--- config.mk ---
export PLATFORM = sky130hd
export DESIGN_NAME = gemm_task_scheduler
export DESIGN_NICKNAME = d
export VERILOG_FILES = /design/src/rtl/gemm_task_scheduler_pkg.sv /design/src/rtl/gemm_task_scheduler_sync_fifo.sv /design/src/rtl/gemm_task_scheduler.sv
export SDC_FILE = /design/constraint.sdc
export NUM_CORES = 1
export LEC_CHECK = 0
export BUFFER_PORTS_ARGS = -buffer_cell sky130_fd_sc_hd__buf_2
export CORE_MARGIN = 3
export CORE_UTILIZATION = 25
export DETAILED_ROUTE_END_ITERATION = 8
export SYNTH_ARGS = -nofsm -noshare
export SYNTH_HDL_FRONTEND = slang
export SYNTH_SLANG_ARGS = --single-unit
--- constraint.sdc ---
create_clock -name clk -period 8.5 [get_ports clk]
set_input_delay 0.425 -clock clk [delete_from_list [all_inputs] [get_ports clk]]
set_output_delay 0.425 -clock clk [all_outputs]
set_load 0.05 [all_outputs]
--- src/rtl/gemm_task_scheduler_pkg.sv ---
// gemm_task_scheduler_pkg: shared state encoding, error bit positions and descriptor layout.
package gemm_task_scheduler_pkg;

    typedef enum logic [2:0] {
        ST_IDLE,
        ST_LOAD,
        ST_START,
        ST_STREAM,
        ST_DRAIN,
        ST_FIN
    } state_e;

    localparam int ERR_EARLY_LAST   = 0;
    localparam int ERR_LEN_MISMATCH = 1;
    localparam int ERR_TIMEOUT      = 2;

    typedef struct packed {
        logic        switch_conv;
        logic [15:0] out_ch;
        logic [15:0] w_row;
        logic [15:0] out_col;
        logic [15:0] out_row;
        logic [15:0] gemm_w;
        logic [15:0] gemm_h;
    } geom_t;

    localparam int GEOM_W = $bits(geom_t);

    // FIFO entry = geometry followed by input and output beat counts
    function automatic int desc_w(input int cnt_w);
        return GEOM_W + 2 * cnt_w;
    endfunction

endpackage

--- src/rtl/gemm_task_scheduler_sync_fifo.sv ---
// sync_fifo: single-clock FIFO with registered full/empty flags.
module sync_fifo #(
    parameter int W     = 8,
    parameter int DEPTH = 4
) (
    input  logic         clk,
    input  logic         reset,
    input  logic         push_i,
    input  logic [W-1:0] din_i,
    input  logic         pop_i,
    output logic [W-1:0] dout_o,
    output logic         full_o,
    output logic         empty_o
);
    localparam int AW = $clog2(DEPTH);

    logic [W-1:0]  mem_q [DEPTH];
    logic [AW-1:0] wr_q, rd_q;
    logic [AW:0]   cnt_q, cnt_d;
    logic          full_q, empty_q, do_push, do_pop;

    assign do_push = push_i && !full_q;
    assign do_pop  = pop_i && !empty_q;
    assign cnt_d   = cnt_q + (AW+1)'(do_push) - (AW+1)'(do_pop);
    assign dout_o  = mem_q[rd_q];
    assign full_o  = full_q;
    assign empty_o = empty_q;

    always_ff @(posedge clk) begin
        if (do_push) mem_q[wr_q] <= din_i;
    end

    always_ff @(posedge clk) begin
        if (reset) begin
            wr_q    <= '0;
            rd_q    <= '0;
            cnt_q   <= '0;
            full_q  <= 1'b0;
            empty_q <= 1'b1;
        end else begin
            if (do_push) wr_q <= wr_q + 1'b1;
            if (do_pop) rd_q <= rd_q + 1'b1;
            cnt_q   <= cnt_d;
            full_q  <= cnt_d == (AW+1)'(DEPTH);
            empty_q <= cnt_d == '0;
        end
    end
endmodule

--- src/rtl/gemm_task_scheduler.sv ---
// gemm_task_scheduler: queues GEMM/conv layer descriptors, starts the unit, gates its input
// stream to the expected beat count and polices the output stream length.
module gemm_task_scheduler
    import gemm_task_scheduler_pkg::*;
#(
    parameter int DESC_DEPTH = 4,
    parameter int CNT_W      = 32,
    parameter int TIMEOUT    = 0
) (
    input  logic             clk,
    input  logic             reset,
    input  logic             desc_valid,
    output logic             desc_ready,
    input  logic             desc_switch_conv,
    input  logic [15:0]      desc_out_ch,
    input  logic [15:0]      desc_w_row,
    input  logic [15:0]      desc_out_col,
    input  logic [15:0]      desc_out_row,
    input  logic [15:0]      desc_gemm_w,
    input  logic [15:0]      desc_gemm_h,
    input  logic [CNT_W-1:0] desc_in_beats,
    input  logic [CNT_W-1:0] desc_out_beats,
    output logic             cfg_switch_conv,
    output logic [15:0]      cfg_out_ch,
    output logic [15:0]      cfg_w_row,
    output logic [15:0]      cfg_out_col,
    output logic [15:0]      cfg_out_row,
    output logic [15:0]      cfg_gemm_w,
    output logic [15:0]      cfg_gemm_h,
    output logic [CNT_W-1:0] cfg_in_beats,
    output logic [CNT_W-1:0] cfg_out_beats,
    output logic             unit_start,
    input  logic             src_tvalid,
    output logic             src_tready,
    output logic             unit_tvalid,
    input  logic             unit_tready,
    input  logic             out_tvalid,
    input  logic             out_tready,
    input  logic             out_tlast,
    output logic             busy,
    output logic             done,
    output logic [2:0]       err,
    input  logic             err_clr
);
    localparam int DW = desc_w(CNT_W);

    state_e           state_q;
    geom_t            geom_in, fifo_geom, cfg_q;
    logic [DW-1:0]    fifo_dout;
    logic [CNT_W-1:0] fifo_in, fifo_out;
    logic [CNT_W-1:0] in_beats_q, out_beats_q, in_cnt_q, in_cnt_d, out_cnt_q, out_cnt_d, out_inc;
    logic [31:0]      wd_q, wd_d;
    logic [2:0]       err_q, new_err;
    logic             fifo_full, fifo_empty, gate, in_hs, out_hs, last_hs, wd_fire;
    logic             start_q, done_q, busy_q;

    assign geom_in = {desc_switch_conv, desc_out_ch, desc_w_row, desc_out_col,
                      desc_out_row, desc_gemm_w, desc_gemm_h};
    assign {fifo_geom, fifo_in, fifo_out} = fifo_dout;

    sync_fifo #(.W(DW), .DEPTH(DESC_DEPTH)) u_desc_fifo (
        .clk    (clk),
        .reset  (reset),
        .push_i (desc_valid),
        .din_i  ({geom_in, desc_in_beats, desc_out_beats}),
        .pop_i  (state_q == ST_LOAD),
        .dout_o (fifo_dout),
        .full_o (fifo_full),
        .empty_o(fifo_empty)
    );

    // Gate stays shut once the expected input count is reached, so no extra beat can slip through
    assign gate        = state_q == ST_STREAM && in_cnt_q != in_beats_q;
    assign unit_tvalid = gate && src_tvalid;
    assign src_tready  = gate && unit_tready;
    assign in_hs       = unit_tvalid && unit_tready;
    assign out_hs      = out_tvalid && out_tready;
    assign last_hs     = out_hs && out_tlast;

    assign out_inc   = &out_cnt_q ? out_cnt_q : out_cnt_q + 1'b1;
    assign in_cnt_d  = state_q == ST_START ? '0 :
                       (in_hs && !(&in_cnt_q)) ? in_cnt_q + 1'b1 : in_cnt_q;
    assign out_cnt_d = state_q == ST_START ? '0 :
                       (out_hs && (state_q == ST_STREAM || state_q == ST_DRAIN)) ? out_inc : out_cnt_q;
    assign wd_d      = (state_q != ST_DRAIN || out_hs) ? '0 : wd_q + 1'b1;
    assign wd_fire   = TIMEOUT > 0 && state_q == ST_DRAIN && !out_hs && wd_q == 32'(TIMEOUT - 1);

    assign new_err[ERR_EARLY_LAST]   = state_q == ST_STREAM && last_hs;
    assign new_err[ERR_LEN_MISMATCH] = state_q == ST_DRAIN && last_hs && out_inc != out_beats_q;
    assign new_err[ERR_TIMEOUT]      = wd_fire;

    always_ff @(posedge clk) begin
        if (reset) begin
            state_q     <= ST_IDLE;
            cfg_q       <= '0;
            in_beats_q  <= '0;
            out_beats_q <= '0;
            in_cnt_q    <= '0;
            out_cnt_q   <= '0;
            wd_q        <= '0;
            err_q       <= '0;
            start_q     <= 1'b0;
            done_q      <= 1'b0;
            busy_q      <= 1'b0;
        end else begin
            err_q     <= (err_clr ? 3'b000 : err_q) | new_err;
            in_cnt_q  <= in_cnt_d;
            out_cnt_q <= out_cnt_d;
            wd_q      <= wd_d;
            start_q   <= 1'b0;
            done_q    <= 1'b0;
            case (state_q)
                ST_IDLE: if (!fifo_empty) begin
                    state_q <= ST_LOAD;
                    busy_q  <= 1'b1;
                end
                ST_LOAD: begin
                    cfg_q       <= fifo_geom;
                    in_beats_q  <= fifo_in;
                    out_beats_q <= fifo_out;
                    state_q     <= ST_START;
                    start_q     <= 1'b1;
                end
                ST_START: state_q <= ST_STREAM;
                ST_STREAM: if (last_hs) begin
                    state_q <= ST_FIN;
                    done_q  <= 1'b1;
                end else if (in_cnt_d == in_beats_q) begin
                    state_q <= ST_DRAIN;
                end
                ST_DRAIN: if (last_hs || wd_fire) begin
                    state_q <= ST_FIN;
                    done_q  <= 1'b1;
                end
                ST_FIN: begin
                    state_q <= ST_IDLE;
                    busy_q  <= 1'b0;
                end
                default: state_q <= ST_IDLE;
            endcase
        end
    end

    assign desc_ready      = !fifo_full;
    assign unit_start      = start_q;
    assign done            = done_q;
    assign busy            = busy_q;
    assign err             = err_q;
    assign cfg_switch_conv = cfg_q.switch_conv;
    assign cfg_out_ch      = cfg_q.out_ch;
    assign cfg_w_row       = cfg_q.w_row;
    assign cfg_out_col     = cfg_q.out_col;
    assign cfg_out_row     = cfg_q.out_row;
    assign cfg_gemm_w      = cfg_q.gemm_w;
    assign cfg_gemm_h      = cfg_q.gemm_h;
    assign cfg_in_beats    = in_beats_q;
    assign cfg_out_beats   = out_beats_q;
endmodule

Word level (Yosys, flattened, before mapping):

Memories as Yosys holds them, arrays and structs flattened. A register that Yosys moved wholly into a read port is not among the register bits.
Index checks and enable logic that the tools add are counted.

* add/sub/neg operators: 6
* bitwise gates (word level): 2
* mux-type cells: 15
* eq/ne operators: 12
* reduce and logical (&&, ||, !) cells: 27

Operator list (count)
* 32-bit two-way mux: 3
* 32-bit by 1-bit adder with 32-bit output (second input constant): 2
* 32-bit != test: 2
* 32-bit AND reduction: 2
* 32-bit equality test: 1
* 3-bit two-way mux: 5
* 3-bit case mux with 5 select lines: 1
* 1-bit logical AND: 13
* 3-bit equality test (second input constant): 3
* 3-bit by 2-bit equality test with 1-bit output (second input constant): 2
* 3-bit logical NOT: 2
* 2-bit OR reduction: 3
* 1-bit two-way mux: 5
* 2-bit by 1-bit adder with 2-bit output (second input constant): 2
* 2-bit != test (second input constant): 2
* 3-bit by 1-bit adder with 3-bit output: 1
* 3-bit by 1-bit equality test with 1-bit output (second input constant): 1
* 1-bit logical NOT: 3
* 3-bit by 2-bit != test with 1-bit output (second input constant): 1
* 3-bit by 2-bit OR with 3-bit output: 1
* 3-bit AND reduction: 1
* 3-bit by 1-bit subtractor with 3-bit output: 1
* 1-bit case mux with 2 select lines: 1
* 2-bit AND reduction: 1
* other kinds (3): 3

* RAM bits: 644
* output and inout bits: 170
* memories: 1
* bits in registers: 82
* bits of input ports: 170

Memories
* u_desc_fifo.mem_q: depth 4, width 161, rd ports 1, clocked after Yosys merged registers in 1, write ports 1, line gemm_task_scheduler_sync_fifo.sv:17 `logic [W-1:0] mem_q [DEPTH];`

Logic depth before layout (Yosys ltp):

Gate-level depths: netlist (run 1).

* depth after elaboration: 11
* gate-level depth with buffers: 14
* depth with buffers taken out: 12

Cells and area by module:

From an unflattened synthesis (run 1), not the netlist that was laid out.

* cells, all modules: 2377
* area, all modules: 34999.8 µm²

Modules (own cells, without submodules)
* sync_fifo: area an instance 23696.5 µm², times used 1, cells each 890
* gemm_task_scheduler: area an instance 11303.3 µm², times used 1, cells each 1487

Least setup slack after synthesis (run 1):

No wires, ideal clock.

* path kind: input -> register
* from: input port desc_valid
* to: memory u_desc_fifo.mem_q[0][0] (netlist bit), enable pin
* path buffers: 1
* setup slack: 3.468 ns
* cell stages on the path: 3
* data arrival time: 4.491 ns
* cells stage by stage: nor2b_1 -> clkbuf_1 -> and2_1

* word-level cells in the longest chain between the ends: 3

RTL lines
* start, declared: line gemm_task_scheduler.sv:12 `input logic desc_valid,`
* 1-bit logical AND: line gemm_task_scheduler_sync_fifo.sv:22 `assign do_push = push_i && !full_q;`
* named net u_desc_fifo.do_push: line gemm_task_scheduler_sync_fifo.sv:20 `logic full_q, empty_q, do_push, do_pop;`
* 1-bit two-way mux: line gemm_task_scheduler_sync_fifo.sv:30 `if (do_push) mem_q[wr_q] <= din_i;`
* 1-bit two-way mux (not written as such): line gemm_task_scheduler_sync_fifo.sv:30
* end, declared: line gemm_task_scheduler_sync_fifo.sv:17

The timed path passes the listed nets, and every way through them passes these cells.

Worst setup path in the final report (run 1):

* from: register state_q[1]
* to: register state_q[0]

* word-level cells in the longest chain between the ends: 10

RTL lines
* start, declared: line gemm_task_scheduler.sv:47 `state_e state_q;`
* start signal, assigned: line gemm_task_scheduler.sv:94 `state_q <= ST_IDLE;`
* start signal, assigned: line gemm_task_scheduler.sv:114 `state_q <= ST_LOAD;`
* start signal, assigned: line gemm_task_scheduler.sv:121 `state_q <= ST_START;`
* 3-bit by 2-bit equality test with 1-bit output: line gemm_task_scheduler.sv:73, gemm_task_scheduler.sv:112
* 1-bit logical AND: line gemm_task_scheduler.sv:73 `assign gate = state_q == ST_STREAM && in_cnt_q != in_beats_q;`
* 1-bit logical AND: line gemm_task_scheduler.sv:74 `assign unit_tvalid = gate && src_tvalid;`
* 1-bit logical AND: line gemm_task_scheduler.sv:76 `assign in_hs = unit_tvalid && unit_tready;`
* 1-bit logical AND: line gemm_task_scheduler.sv:82 `(in_hs && !(&in_cnt_q)) ? in_cnt_q + 1'b1 : in_cnt_q;`
* 32-bit two-way mux: line gemm_task_scheduler.sv:82
* 32-bit two-way mux: line gemm_task_scheduler.sv:81 `assign in_cnt_d = state_q == ST_START ? '0 :`
* 32-bit equality test: line gemm_task_scheduler.sv:128 `end else if (in_cnt_d == in_beats_q) begin`
* 3-bit by 2-bit != test with 1-bit output (no source line)
* 3-bit AND reduction (no source line)

Several ways; a longest one is shown, not always the timed one.
A chain may end at the register's enable or synchronous reset.

==> impl_metrics.ini, run 1 <==
[timing]
tns_ps = 0
hold_violations = 0
tightest_slew_ps = 1050
rsz0062_at_grt = no
fin_crit_ps = 4290
period_share_pct = 50.4
slew_headroom_pct = 30.2
finClkSkew_ps = 48.9
finalSetupViolCount = 0
fmax_ghz = 0.233
slew_violations = 0

[yosys]
yosys.area.top_type = edfxtp_1
synthArstFlopShare_pct = 0
synth_fp_nets = 2593
synth_area_um2 = 35100
synth-seq-cells = 886
synth_top_area_share_pct = 55.1
ys_seq_area_share_pct = 68.9
synth_common_cells = edfxtp_1 (644), nand2_1 (388), dfxtp_1 (242)
synth_edf_count = 644
synthFlopType = edfxtp_1
syn-instance-count = 2414
synthTopCellsByArea = edfxtp_1 (55%), dfxtp_1 (14%), mux4_2 (10%), nand2_1 (4.2%), a21oi_1 (2.9%)
yosysWarnings = 0
synth_cell_types = 71
yosysMostFrequentCell = edfxtp_1
synth.avg_cell_area_um2 = 14.5

[clock_tree]
cts.clk_slew.worst_paths_ps = 60
htreeDepth = 3
cts.sinks = 886
clk_path_buf_depth = 3
cts_buffers = 98
root_buffer = clkbuf_16
cts_setup_buffers = 0
clk_latency_ps = 720
cts_tree = done

[pwr]
ir_worst_vdd_v = 0.000200
clock_power_share_pct = 34.2
p_sw_share_pct = 31.7
pwr_density_cell_nw_per_um2 = 294
p_int_w = 0.00880
pwr-share-comb_pct = 22.3
p_leak_nw = 14.7
seqPwrFrac_pct = 43.5
p_sw_w = 0.00408

[place]
placedCellCount = 4497
gp_congestion = 0.946
dp_hpwl_mm = 59.7
io_buffers = 338

[final_layout]
drive_above_1_share_pct = 23.6
final_nets = 3074
syn2layout_area_growth_pct = 24.9
fin_cells = 4855

[setup_path]
cpPeakStageDelay_ps = 620
path_max_fanout = 11
worst_path_dominant_cell_family = simple AND/OR/NAND/NOR gates
worstSetupPathType = register to register
worstPathRequired_ps = 9060
arrival_ps = 4850
crit_slowest_cell = dfxtp_1
start_kind = register
path_cells = and3b_1 > nand3_1 > nor2_1 > nand4_2 > xnor2_1 > mux2_4 > a2111oi_1 > nand4_1 > nor4_4 > a41oi_1
end_kind = register
path_buf_inv = 0

[grt]
grt_pass1_wl_mm = 144
grt_pass1_vias = 22400
globalRouteTotalUtil_pct = 13.0
grt_max_degree = 88
overflow = 0
antenna_found_initial = 13

[route]
vias = 21800
drc = 0
ant_nets = 0
post_drt_wl_per_cell_um = 19.7
drt_pass1_iterations = 6
wl_mm = 95.8
vias_per_cell = 4.49
drt_iter0_drc = 1635

[die]
initial_core_util_pct = 25.4
fp.dieArea_um2 = 145000
io_pins = 340
die_h_um = 381
die_width_um = 381
rows = 136
coreArea_um2 = 138000

[run]
cap_viol_max_count = 0

[worst_hold_path]
worst_hold_path_type = primary input to register

[status]
status = finished, final reports clean
==> layout by cell type, fill, tap and decap left out, drive strengths merged, types with 7 or more instances in the layout <==
cell,synthesis,routed
edfxtp,644,644
nand2,390,390
buf,34,362
dfxtp,242,242
a21oi,204,204
mux4,161,161
dlygate4sd3,0,161
clkbuf,108,130
nor2,107,107
xnor2,96,96
xor2,49,49
nand3,45,45
nor3,41,41
clkinv,0,35
o21ai,32,32
nand4,31,31
inv,23,27
and3,21,21
nor4,18,18
or3,17,17
nor2b,15,15
nand2b,13,13
and4,12,12
a31oi,12,12
diode,0,11
bufinv,0,10
and2,9,9
ha,8,8
a211oi,7,7
clkinvlp,0,7
==> layer usage <==
metal / wire length [µm] / vias to the layer above / track usage, %
met5: 46 / - / 0
met2: 45400 / 612 / 21.0
met4: 2110 / 8 / 3.98
met3: 6320 / 135 / 3.37
met1: 42000 / 11000 / 17.0
li1: - / 10000 / -
==> sequential cells by signal (all words and copies together) (netlist names), 32 cells and up <==
name               flops
u_desc_fifo.mem_q    644
cfg_in_beats          32
out_cnt_q             32
in_cnt_q              32
cfg_out_beats         32
==> through the flow <==
step	hold WS, ps	worst slack, ps	utilization, %	power, W	area [µm²]
final	116	4210	31.7	0.0129	43800
after global routing	101	3970	31.7	0.0135	43800
after CTS	28.6	4310	31.6	0.0131	43800
after detailed placement	443	4340	28.0	0.00856	38800
after global placement	439	4360	28.0	0.00853	38800
after floorplan	494	3470	-	0.00766	35100
==> power groups by stage <==
stage	Combinational, W	Sequential, W	Clock [W]
after floorplan	0.00144	0.00622	0
after global placement	0.00286	0.00568	0
after CTS	0.00294	0.00561	0.00453
after global routing	0.00310	0.00567	0.00471
final	0.00287	0.00561	0.00440
after detailed placement	0.00286	0.00570	0
==> worst register-to-register path, stage by stage, from the launching register on <==
cell and delay (ps):
dfxtp_1 620, and3b_1 350, nand3_1 310, nor2_1 520, nand4_2 280, xnor2_1 290
mux2_4 340, a2111oi_1 560, nand4_1 300, nor4_4 420, a41oi_1 150
==> final timing paths <==
path,from,end,slack [ps],depth (start not counted)
worst max-delay path,state_q[1],state_q[0],4210,10
worst min-delay path,err_clr,err[0],120,3
worst max register to register,state_q[1],state_q[0],4210,10
worst min register to register,cfg_switch_conv,cfg_switch_conv,450,2
==> what timing repair did <==
action | CTS | global route
hold endpoints to repair | 644 | 0
hold buffers | 161 | 0
resized for setup | 0 | 0
==> kinds of logic after synthesis <==
| family | Yosys count | synth area share, % |
|---|---|---|
| AOI/OAI and AO/OA | 290 | 4.59 |
| xor gates and xnor gates | 146 | 3.71 |
| adders and majority gates | 9 | 0.342 |
| buffers and inverters | 165 | 1.88 |
| DFF | 886 | 68.9 |
| muxes | 169 | 10.6 |
| other | 1 | 0.0107 |
| and+or+nand+nor | 748 | 9.95 |
==> layout make-up <==
class                   instances  area (µm²)
clock buffers                 130        2700
repair buffers                523        3500
inverters                      23        86.3
clock inverters                56         697
diodes                         11        27.5
flip-flops and latches        886       24200
multi-input cells            1363       10300
well taps                    1863        2330
fillers                     13600       94500
Note: power is estimated with default switching activity, not from simulation.
==> run 2: changes to the inputs <==
Settings changed: ABC_AREA from default to 1.
Clock period 8.5 ns to 4 ns, I/O delays scaled along.
==> run 2 against run 1 <==
  * Die area up 3.5%
  * Final area up 3.4%
  * Combinational power rose to 2.9 times the previous value
  * Critical path depth up 11
  * Register-to-register slack worse by 3800 ps
  * Sequential power up 120%
  * Critical path type unchanged
  * Critical endpoint is now err[1]
  * Largest power group unchanged
  * Highest routed layer unchanged
==> impl_metrics.ini, run 2 <==
[status]
status = finished, final reports clean

[die]
die_h_um = 387
io_pins = 340
initial_core_util_pct = 25.2
rows = 139
coreArea_um2 = 144000
fp.dieArea_um2 = 150000
die_width_um = 387

[final_layout]
final_nets = 4036
final_cell_area_um2 = 45300
drive_above_1_share_pct = 15.1
syn2layout_area_growth_pct = 24.6
fillers = 14700
top_register = u_desc_fifo.mem_q
final_cell_mix = edfxtp_1 (644), o21ai_0 (533), nor2_1 (453)
fin_cells = 5855
layout_commonest_cell = edfxtp_1
final_util_pct = 31.5
largest_reg_flops = 644

[route]
drc = 0
drt_iter0_drc = 1804
vias = 26300
drt_pass1_iterations = 5
post_drt_wl_per_cell_um = 18.1
ant_nets = 0
vias_per_cell = 4.50
wl_mm = 106

[yosys]
synth_area_um2 = 36300
synth-seq-cells = 886
synth_cell_types = 44
ys_seq_area_share_pct = 66.5
yosys.area.top_type = edfxtp_1
yosysMostFrequentCell = edfxtp_1
yosysWarnings = 0
synthArstFlopShare_pct = 0
synthTopCellsByArea = edfxtp_1 (53%), dfxtp_1 (13%), o21ai_0 (7.3%), nor2_1 (4.7%), inv_1 (3.6%)
synth_fp_nets = 3577
synth.avg_cell_area_um2 = 10.7
synth_top_area_share_pct = 53.2
synthFlopType = edfxtp_1
syn-instance-count = 3398
synth_common_cells = edfxtp_1 (644), o21ai_0 (533), nor2_1 (457)
synth_edf_count = 644

[clock_tree]
cts_resized = 0
cts.sinks = 886
clk_latency_ps = 710
root_buffer = clkbuf_16
cts_setup_buffers = 0
cts_tree = done
cts_buffers = 97
cts_hold_buf = 166
clk_path_buf_depth = 3
htreeDepth = 3
cts.clk_slew.worst_paths_ps = 60

[timing]
finalSetupViolCount = 0
fin_crit_ps = 3610
rsz0062_at_grt = no
tightest_slew_ps = 1020
finClkSkew_ps = 33.0
fmax_ghz = 0.277
slew_headroom_pct = 32.3
period_share_pct = 90.2
hold_violations = 0
slew_violations = 0

[setup_path]
end_kind = register
worstPathRequired_ps = 4580
start_kind = register
arrival_ps = 4190
reg2reg_slack_ps = 390
path_max_fanout = 5
worstSetupPathType = register to register
r2r_cells = 21

[pwr]
p_leak_nw = 17.8
pwr_density_cell_nw_per_um2 = 658
ir_worst_vdd_v = 0.000472

[grt]
grt_pass1_wl_mm = 160
overflow = 0
grt_pass1_vias = 26000
antenna_found_initial = 11
globalRouteTotalUtil_pct = 13.8
grt_max_degree = 120

[place]
place_area_um2 = 40300
placedCellCount = 5495
dp_hpwl_mm = 65.6
gp_congestion = 0.888
io_buffers = 338

[worst_hold_path]
worst_hold_path_type = primary input to register
hold_depth = 5

[run]
cap_viol_max_count = 0
==> run 2: cell types whose count changed after synthesis, moves of 93 or more <==
cell      change
mux4_2      -161
o21bai_1    +125
o21ai_0     +501
nor2_1      +350
a21oi_1     -124
o22ai_1     +156
inv_1       +324
nand2_1      -93
==> run 2: layer usage <==
layer | vias up | GRT usage, % | part of all wire [%]
met5 | - | 0 | 0.012
met3 | 121 | 3.25 | 5.7
li1 | 12700 | - | -
met2 | 617 | 22.5 | 47
met1 | 12900 | 18.0 | 46
met4 | 2 | 4.20 | 2.1
==> run 2: cell families after synthesis <==
| logic type | Yosys count | synth area share [%] |
|---|---|---|
| AO/OA/AOI/OAI | 905 | 13.9 |
| XOR/XNOR | 93 | 2.26 |
| adder cells (fa/ha/maj) | 9 | 0.331 |
| buffers and inverters | 556 | 5.99 |
| flip-flops | 886 | 66.5 |
| multiplexers | 1 | 0.0275 |
| other | 1 | 0.0103 |
| AND/OR/NAND/NOR | 947 | 10.9 |
==> run 2: cell type report <==
type | instances | area [µm²] | share of cell area [%]
diodes | 10 | 25.0 | 0.0552
clock buffers | 135 | 2710 | 5.99
clock inverters | 49 | 611 | 1.35
inverters | 360 | 1370 | 3.03
multi-input cells | 1956 | 10000 | 22.1
flip-flops and latches | 886 | 24200 | 53.4
well taps | 1903 | 2380 | 5.26
repair buffers | 556 | 3980 | 8.79
==> run 2: where the power goes <==
group	total, W	leakage, nW	switching (W)	internal (W)
registers	0.0122	7.89	0.000724	0.0115
clock network	0.00921	1.59	0.00383	0.00538
logic	0.00841	8.36	0.00627	0.00214
==> run 2: worst max-delay path, cell delays in order, from the launching register on <==
cell and delay, ps:
dfxtp_1 380, ha_1 180, nand2_1 80, nor2_2 80, buf_4 140, nand2_1 110
nor2_2 160, nand4_1 140, nor2_1 180, nand2_2 160, nand2_1 130, nor2_1 50
a21oi_1 220, or2_2 160, nand3_1 80, nor3_1 220, nand2_1 140, nor2_1 120
nand3_1 80, nand2_1 70, a21oi_1 60, dlygate4sd3_1 580
==> run 2: worst paths after layout <==
kind,end,startpoint
hold reg to reg,busy,busy
setup / recovery,err[1],out_cnt_q[0]
hold / removal,err[0],out_tready
setup reg to reg,err[1],out_cnt_q[0]
==> run 2: through the flow <==
stage	hold WS (ps)	setup WS (ps)	TNS (ps)	total power [W]
2_1_floorplan	299	-1600	-1030020	0.0179
3_3_place_gp	412	656	0	0.0207
3_5_place_dp	415	709	0	0.0208
4_1_cts	44.4	443	0	0.0302
5_1_grt	104	34.9	0	0.0314
6_report	139	391	0	0.0298
